## config.mk

```make
export PLATFORM = sky130hd
export DESIGN_NAME = z80_bus_bridge
export DESIGN_NICKNAME = d
export VERILOG_FILES = /design/src/rtl/z80_bus_bridge.sv
export SDC_FILE = /design/constraint.sdc
export NUM_CORES = 1
export LEC_CHECK = 0
export BUFFER_PORTS_ARGS = -buffer_cell sky130_fd_sc_hd__buf_2
export CAP_MARGIN = 10
export CORE_AREA = 3 3 86 88
export CTS_BUF_LIST = sky130_fd_sc_hd__clkbuf_8
export DETAILED_ROUTE_END_ITERATION = 8
export DIE_AREA = 0 0 89 91
export HOLD_SLACK_MARGIN = 0.1
export PLACE_DENSITY = 0.63
export SLEW_MARGIN = 20
export SYNTH_ARGS = -nofsm -noshare
export SYNTH_HDL_FRONTEND = slang
export SYNTH_SLANG_ARGS = --single-unit
```

## constraint.sdc

```tcl
create_clock -name CLK -period 1.61 [get_ports CLK]
set_clock_uncertainty 0.1 [all_clocks]
set_input_delay 0 -clock CLK [delete_from_list [all_inputs] [get_ports CLK]]
set_output_delay 0 -clock CLK [all_outputs]
set_load 0.01 [all_outputs]
```

## src/rtl/z80_bus_bridge.sv

```systemverilog
// Bridges Z80 CPU bus cycles (memory, I/O, interrupt acknowledge) to a simple
// req/ack back-end, stretching the CPU with nWAIT until the back-end answers.
module z80_bus_bridge #(
    parameter int unsigned ADDR_W   = 16,
    parameter int unsigned DATA_W   = 8,
    parameter int unsigned MIN_WAIT = 1,
    parameter int unsigned TIMEOUT  = 15
) (
    input  logic              CLK,
    input  logic              nRESET,
    input  logic              nMREQ,
    input  logic              nIORQ,
    input  logic              nRD,
    input  logic              nWR,
    input  logic              nM1,
    input  logic              nRFSH,
    input  logic [ADDR_W-1:0] A,
    input  logic [DATA_W-1:0] D_in,
    output logic              nWAIT,
    output logic [DATA_W-1:0] D_out,
    output logic              D_oe,
    output logic              req,
    output logic              we,
    output logic              io,
    output logic              inta,
    output logic [ADDR_W-1:0] addr,
    output logic [DATA_W-1:0] wdata,
    input  logic              ack,
    input  logic [DATA_W-1:0] rdata,
    output logic              err
);

    localparam int unsigned CNT_W  = $clog2(TIMEOUT + 1);
    localparam int unsigned CNT1_W = CNT_W + 1;
    localparam logic [CNT_W-1:0] CNT_MAX = CNT_W'(TIMEOUT);

    typedef enum logic [1:0] {
        IDLE = 2'd0,
        WAIT = 2'd1,
        HOLD = 2'd2
    } state_t;

    state_t             state, state_nxt;
    logic [CNT_W-1:0]   cnt, cnt_nxt;
    logic [CNT1_W-1:0]  cnt_inc;
    logic               got_ack, got_ack_nxt;
    logic               min_met;
    logic               mem_start, io_start, inta_start, strobes_off;
    logic               nwait_nxt, doe_nxt, req_nxt, we_nxt, io_nxt, inta_nxt, err_nxt;
    logic [DATA_W-1:0]  data_nxt, wdata_nxt;
    logic [ADDR_W-1:0]  addr_nxt;

    // Cycle-type decode; refresh (nRFSH low) never qualifies as a memory cycle
    assign mem_start   = !nMREQ && nRFSH && (!nRD || !nWR);
    assign io_start    = !nIORQ && nM1 && (!nRD || !nWR);
    assign inta_start  = !nIORQ && !nM1;
    assign strobes_off = nMREQ && nIORQ;

    // One extra bit keeps the minimum-wait test meaningful when MIN_WAIT is 0
    assign cnt_inc = {1'b0, cnt} + CNT1_W'(1);
    assign min_met = 32'(cnt_inc) > MIN_WAIT;

    always_comb begin
        state_nxt   = state;
        cnt_nxt     = cnt;
        got_ack_nxt = got_ack;
        data_nxt    = D_out;
        err_nxt     = err;
        req_nxt     = 1'b0;
        we_nxt      = we;
        io_nxt      = io;
        inta_nxt    = inta;
        addr_nxt    = addr;
        wdata_nxt   = wdata;

        case (state)
            IDLE: begin
                if (mem_start || io_start || inta_start) begin
                    state_nxt   = WAIT;
                    req_nxt     = 1'b1;
                    cnt_nxt     = '0;
                    got_ack_nxt = 1'b0;
                    addr_nxt    = A;
                    wdata_nxt   = D_in;
                    we_nxt      = !nWR;
                    io_nxt      = !nIORQ;
                    inta_nxt    = inta_start;
                end
            end
            WAIT: begin
                if (strobes_off) begin
                    state_nxt = IDLE;
                end else begin
                    cnt_nxt = (cnt == CNT_MAX) ? cnt : cnt_inc[CNT_W-1:0];
                    if (ack && !got_ack) begin
                        data_nxt    = rdata;
                        got_ack_nxt = 1'b1;
                    end
                    // An ack arriving on the timeout cycle still counts as success
                    if ((got_ack || ack) && min_met) begin
                        state_nxt = HOLD;
                    end else if (cnt == CNT_MAX) begin
                        state_nxt = HOLD;
                        data_nxt  = '1;
                        err_nxt   = 1'b1;
                    end
                end
            end
            HOLD: begin
                if (strobes_off) begin
                    state_nxt = IDLE;
                end
            end
            default: begin
                state_nxt = IDLE;
            end
        endcase

        nwait_nxt = (state_nxt != WAIT);
        doe_nxt   = (state_nxt == HOLD) && (!we_nxt || inta_nxt);
    end

    always_ff @(posedge CLK or negedge nRESET) begin
        if (!nRESET) begin
            state   <= IDLE;
            cnt     <= '0;
            got_ack <= 1'b0;
            nWAIT   <= 1'b1;
            D_oe    <= 1'b0;
            D_out   <= '0;
            req     <= 1'b0;
            we      <= 1'b0;
            io      <= 1'b0;
            inta    <= 1'b0;
            addr    <= '0;
            wdata   <= '0;
            err     <= 1'b0;
        end else begin
            state   <= state_nxt;
            cnt     <= cnt_nxt;
            got_ack <= got_ack_nxt;
            nWAIT   <= nwait_nxt;
            D_oe    <= doe_nxt;
            D_out   <= data_nxt;
            req     <= req_nxt;
            we      <= we_nxt;
            io      <= io_nxt;
            inta    <= inta_nxt;
            addr    <= addr_nxt;
            wdata   <= wdata_nxt;
            err     <= err_nxt;
        end
    end

endmodule

```

==> flow_summary.html <==
<table>
<tr><th>Metric</th><th>Value</th></tr>
<tr><th colspan="2">Die</th></tr>
<tr><td>Core ar.</td><td>approximately 6700 sq um</td></tr>
<tr><td>Standard-cell row count</td><td>30</td></tr>
<tr><td>DIE AREA</td><td>8100 sq um</td></tr>
<tr><td>Die extent in y</td><td>91 um</td></tr>
<tr><td>Number of I/O pins</td><td>80</td></tr>
<tr><td>Horizontal extent of the die</td><td>approximately 89 um</td></tr>
<tr><td>Starting Density</td><td>29.6%</td></tr>
<tr><th colspan="2">Timing</th></tr>
<tr><td>Least setup slack across all paths after layout</td><td>-113 ps</td></tr>
<tr><td>Finish-stage setup viols</td><td>37</td></tr>
<tr><td>RSZ-0062 raised after global routing</td><td>yes</td></tr>
<tr><td>Min Clock Period, post-route</td><td>around 1700 ps</td></tr>
<tr><td>Final worst-path cycle share</td><td>107%</td></tr>
<tr><td>Achievable Freq</td><td>roughly 0.58 GHz</td></tr>
<tr><td>Slew margin rel.</td><td>61.5%</td></tr>
<tr><td>Hold Fails Final Rpt</td><td>0</td></tr>
<tr><td>Actual slew at the worst max-slew pin</td><td>575 ps</td></tr>
<tr><td>Fin. max-slew vios</td><td>0</td></tr>
<tr><th colspan="2">Outcome</th></tr>
<tr><td>Violations in the final reports</td><td>setup timing</td></tr>
<tr><td>Outcome</td><td>finished with violations</td></tr>
<tr><th colspan="2">Setup path</th></tr>
<tr><td>Cell family with most CP delay</td><td>compound AO/OA/AOI/OAI gates</td></tr>
<tr><td>Cell-by-cell trace of the critical path</td><td>inv_2 -&gt; ha_4 -&gt; nor2b_4 -&gt; o32ai_4 -&gt; buf_4 -&gt; a211o_4 -&gt; nand2b_1</td></tr>
<tr><td>Worst Setup End Kind</td><td>flip-flop</td></tr>
<tr><td>Launching point of the worst reg2reg path</td><td>cnt[0]</td></tr>
<tr><td>Largest incremental delay on the critical path</td><td>410 ps</td></tr>
<tr><td>Critical-path cell with the highest stage delay</td><td>dfrtp_1</td></tr>
<tr><td>Maximum fanout count along the critical path</td><td>5</td></tr>
<tr><td>R2R setup slack</td><td>-110 ps</td></tr>
<tr><td>Sum of buffers and inverters on the critical path</td><td>2</td></tr>
<tr><td>Start-to-end type of the worst setup path</td><td>reg2reg</td></tr>
<tr><td>Worst flop-to-flop path endpoint</td><td>err</td></tr>
<tr><td>Worst Setup Start Kind</td><td>flip-flop</td></tr>
<tr><td>Data required time of the worst path</td><td>1730 ps</td></tr>
<tr><td>Cells on worst reg2reg path</td><td>7</td></tr>
<tr><td>Arrival time at the worst endpoint</td><td>approximately 1900 ps</td></tr>
<tr><td>Logic depth of the worst setup path including buffers</td><td>7</td></tr>
<tr><th colspan="2">Clock network</th></tr>
<tr><td>CTS Buf Count</td><td>5</td></tr>
<tr><td>Clock Sinks</td><td>46</td></tr>
<tr><td>Clock tree from TritonCTS</td><td>done</td></tr>
<tr><td>Clock latency at the later pin of the worst-skew pair</td><td>approximately 290 ps</td></tr>
<tr><td>Cell at the root of the clock tree</td><td>clkbuf_8</td></tr>
<tr><td>Max Root-Sink Buffers</td><td>2</td></tr>
<tr><td>Clock H-tree levels</td><td>2</td></tr>
<tr><td>Reg clk slew, reported paths</td><td>90 ps</td></tr>
<tr><th colspan="2">Synthesis</th></tr>
<tr><td>Count of flip-flops with a built-in enable after synthesis</td><td>0</td></tr>
<tr><td>Post-synth ARST share</td><td>100%</td></tr>
<tr><td>Nets in the synthesized netlist</td><td>190</td></tr>
<tr><td>Most area-consuming cells after synthesis</td><td>dfrtp_1 57%, mux2_2 11%, mux2i_1 5.0%</td></tr>
<tr><td>Seq cells post-synth</td><td>46</td></tr>
<tr><td>Post-synthesis instance area</td><td>1990 sq um</td></tr>
<tr><td>Avg Synthesized Cell Area</td><td>13.5 sq um</td></tr>
<tr><td>Cell type with the highest aggregate area in the netlist</td><td>dfrtp_1</td></tr>
<tr><td>Most common cell in the netlist</td><td>dfrtp_1</td></tr>
<tr><td>Cell types with the highest counts after synthesis</td><td>45 x dfrtp_1, 20 x mux2_2, 15 x nand2_1, 10 x mux2i_1</td></tr>
<tr><td>Post-synth top flop</td><td>dfrtp_1</td></tr>
<tr><td>Post-synthesis cell type count</td><td>36</td></tr>
<tr><td>Portion of the post-synthesis area used by sequential elements</td><td>57.9%</td></tr>
<tr><td>Number of standard cells after synthesis</td><td>147</td></tr>
<tr><td>Fraction of post-synthesis cell area in the top cell type by area</td><td>56.6%</td></tr>
<tr><td>Synthesis Warnings</td><td>0</td></tr>
<tr><th colspan="2">GRT</th></tr>
<tr><td>Pin count of the biggest net entering global routing</td><td>23</td></tr>
<tr><td>Overflow left after global routing</td><td>0</td></tr>
<tr><td>Wire length of the first global-routing pass</td><td>8490 um</td></tr>
<tr><td>Total global-route track usage</td><td>a little over an eighth</td></tr>
<tr><td>Number of antenna violations at the first check in global routing</td><td>0</td></tr>
<tr><td>Vias in the first global route</td><td>1786</td></tr>
<tr><th colspan="2">Power</th></tr>
<tr><td>Worst vdd rail ir drop</td><td>0.752 mV</td></tr>
<tr><td>Overall power after layout</td><td>5960 uW</td></tr>
<tr><td>Power per cell area</td><td>1750 nW/um^2</td></tr>
<tr><td>Leakage Power</td><td>roughly 0.0017 uW</td></tr>
<tr><th colspan="2">Routing</th></tr>
<tr><td>Via count</td><td>1733</td></tr>
<tr><td>Violation count after the first detailed-routing iteration</td><td>38</td></tr>
<tr><td>Post-DR wirelength/cell</td><td>roughly 14 um</td></tr>
<tr><td>Detailed Routing Iterations Pass 1</td><td>4</td></tr>
<tr><td>Number of nets with antenna violations after routing</td><td>0</td></tr>
<tr><td>Post-detailed-route DRC marker count</td><td>0</td></tr>
<tr><td>Total Routed Length</td><td>approximately 5500 um</td></tr>
<tr><td>Vias per cell</td><td>4.49</td></tr>
<tr><th colspan="2">Min path</th></tr>
<tr><td>Worst hold path startpoint</td><td>nIORQ</td></tr>
<tr><td>Destination of the worst hold path</td><td>got_ack</td></tr>
<tr><td>Min-delay worst type</td><td>in2reg</td></tr>
<tr><td>Hold Crit Depth</td><td>5</td></tr>
<tr><th colspan="2">Place</th></tr>
<tr><td>GPL Wtd Cong</td><td>0.784</td></tr>
<tr><td>Post-DP Area</td><td>around 2700 sq um</td></tr>
<tr><td>HPWL after detailed placement</td><td>approximately 3300 um</td></tr>
<tr><td>Port Buffers</td><td>79</td></tr>
<tr><th colspan="2">Flow run</th></tr>
<tr><td>Max_cap viols</td><td>0</td></tr>
<tr><th colspan="2">Final layout</th></tr>
<tr><td>Growth of design area from synthesis to finish</td><td>70.6%</td></tr>
<tr><td>Filler cell count</td><td>595</td></tr>
<tr><td>Layout cell share with drive strength beyond 1</td><td>56.4%</td></tr>
<tr><td>Final net count</td><td>347</td></tr>
<tr><td>Final Cell Area</td><td>3400 sq um</td></tr>
</table>
==> layer usage <==
layer | part of all wire (%) | track usage [%] | vias up
met5 | 0 | 0 | -
met4 | 1.1 | 2.73 | 0
met3 | 6.0 | 4.08 | 6
met2 | 47 | 21.9 | 59
met1 | 45 | 16.8 | 827
li1 | - | - | 841
==> kinds of logic (layout without fill, tap and decap cells) <==
kind of cell,count (synthesis),after routing,synth area share [%]
AO/OA/AOI/OAI,20,21,7.67
adder cells (fa/ha/maj),2,2,1.26
buffers and inverters,8,165,3.39
XOR/XNOR,1,1,0.440
flip-flops,46,46,57.9
AND/OR/NAND/NOR,35,35,9.24
multiplexers,35,35,20.1
other,0,1,0
==> layout make-up <==
class	count	area (sq um)	area share, %
inverter	4	27.5	0.811
clock inverter	3	40.0	1.18
clock buffer	5	68.8	2.03
antenna	1	2.50	0.0737
timing repair buffer	153	1090	32.1
sequential	46	1150	33.9
multi-input combinational	94	916	27.0
tap	80	100	2.95
==> placed cells by master (no fill, tap or decap), types with 2 or more instances in the layout <==
cell,n
a21oi_1,2
a21oi_2,3
and3_1,2
buf_12,2
buf_2,79
buf_4,29
buf_6,4
clkbuf_8,5
clkinv_2,2
dfrtp_1,45
dlygate4sd3_1,39
inv_2,2
mux2_2,11
mux2_4,14
mux2i_1,9
nand2_1,15
nand2b_1,2
nor2_1,3
nor2b_1,2
nor2b_4,2
o21ai_0,4
==> through the flow <==
stage / hold WS (ps) / cells / setup slack, ps / setup TNS [ps] / util [%]
6_report: 114 / 386 / -113 / -2420 / 50.5
4_1_cts: 129 / 378 / -90.1 / -1870 / 48.1
2_1_floorplan: -396 / 147 / -83.4 / -908 / -
3_5_place_dp: -159 / 329 / -159 / -3440 / 39.7
5_1_grt: 134 / 385 / -189 / -4980 / 50.5
3_3_place_gp: -162 / 329 / -85.4 / -1980 / 39.7
==> power breakdown <==
group	total, uW	leakage [uW]	switching, uW	internal, uW
clock	827	0.0000579	370	457
combinational	3070	0.00113	1330	1740
sequential	2060	0.000556	346	1720
==> sequential cells by signal (all words and copies together), names as in the netlist, 2 cells and up <==
name,flops
D_out,8
addr,16
cnt,4
state,2
wdata,8
==> worst max path at each step <==
stage,to,from
final,err,cnt[0]
after floorplan,addr[0],state[1]
after CTS,addr[8],state[1]
after global routing,D_out[1],cnt[0]
after detailed placement,D_out[0],cnt[0]
after global placement,D_out[2],state[0]
==> what timing repair did <==
action	CTS	global route
gates cloned	0	1
buffers inserted	2	6
hold buffers	39	0
pin swaps	1	3
endpoints found under the setup margin	40	41
gates resized for setup	11	26
endpoints found under the hold margin	84	0
==> tightest hold or removal path, stage by stage <==
cell and delay [ps]:
buf_2 90, buf_4 130, a21oi_2 70, a21oi_1 140, nor2_1 50
No activity file was read; power rests on OpenSTA's default activity.
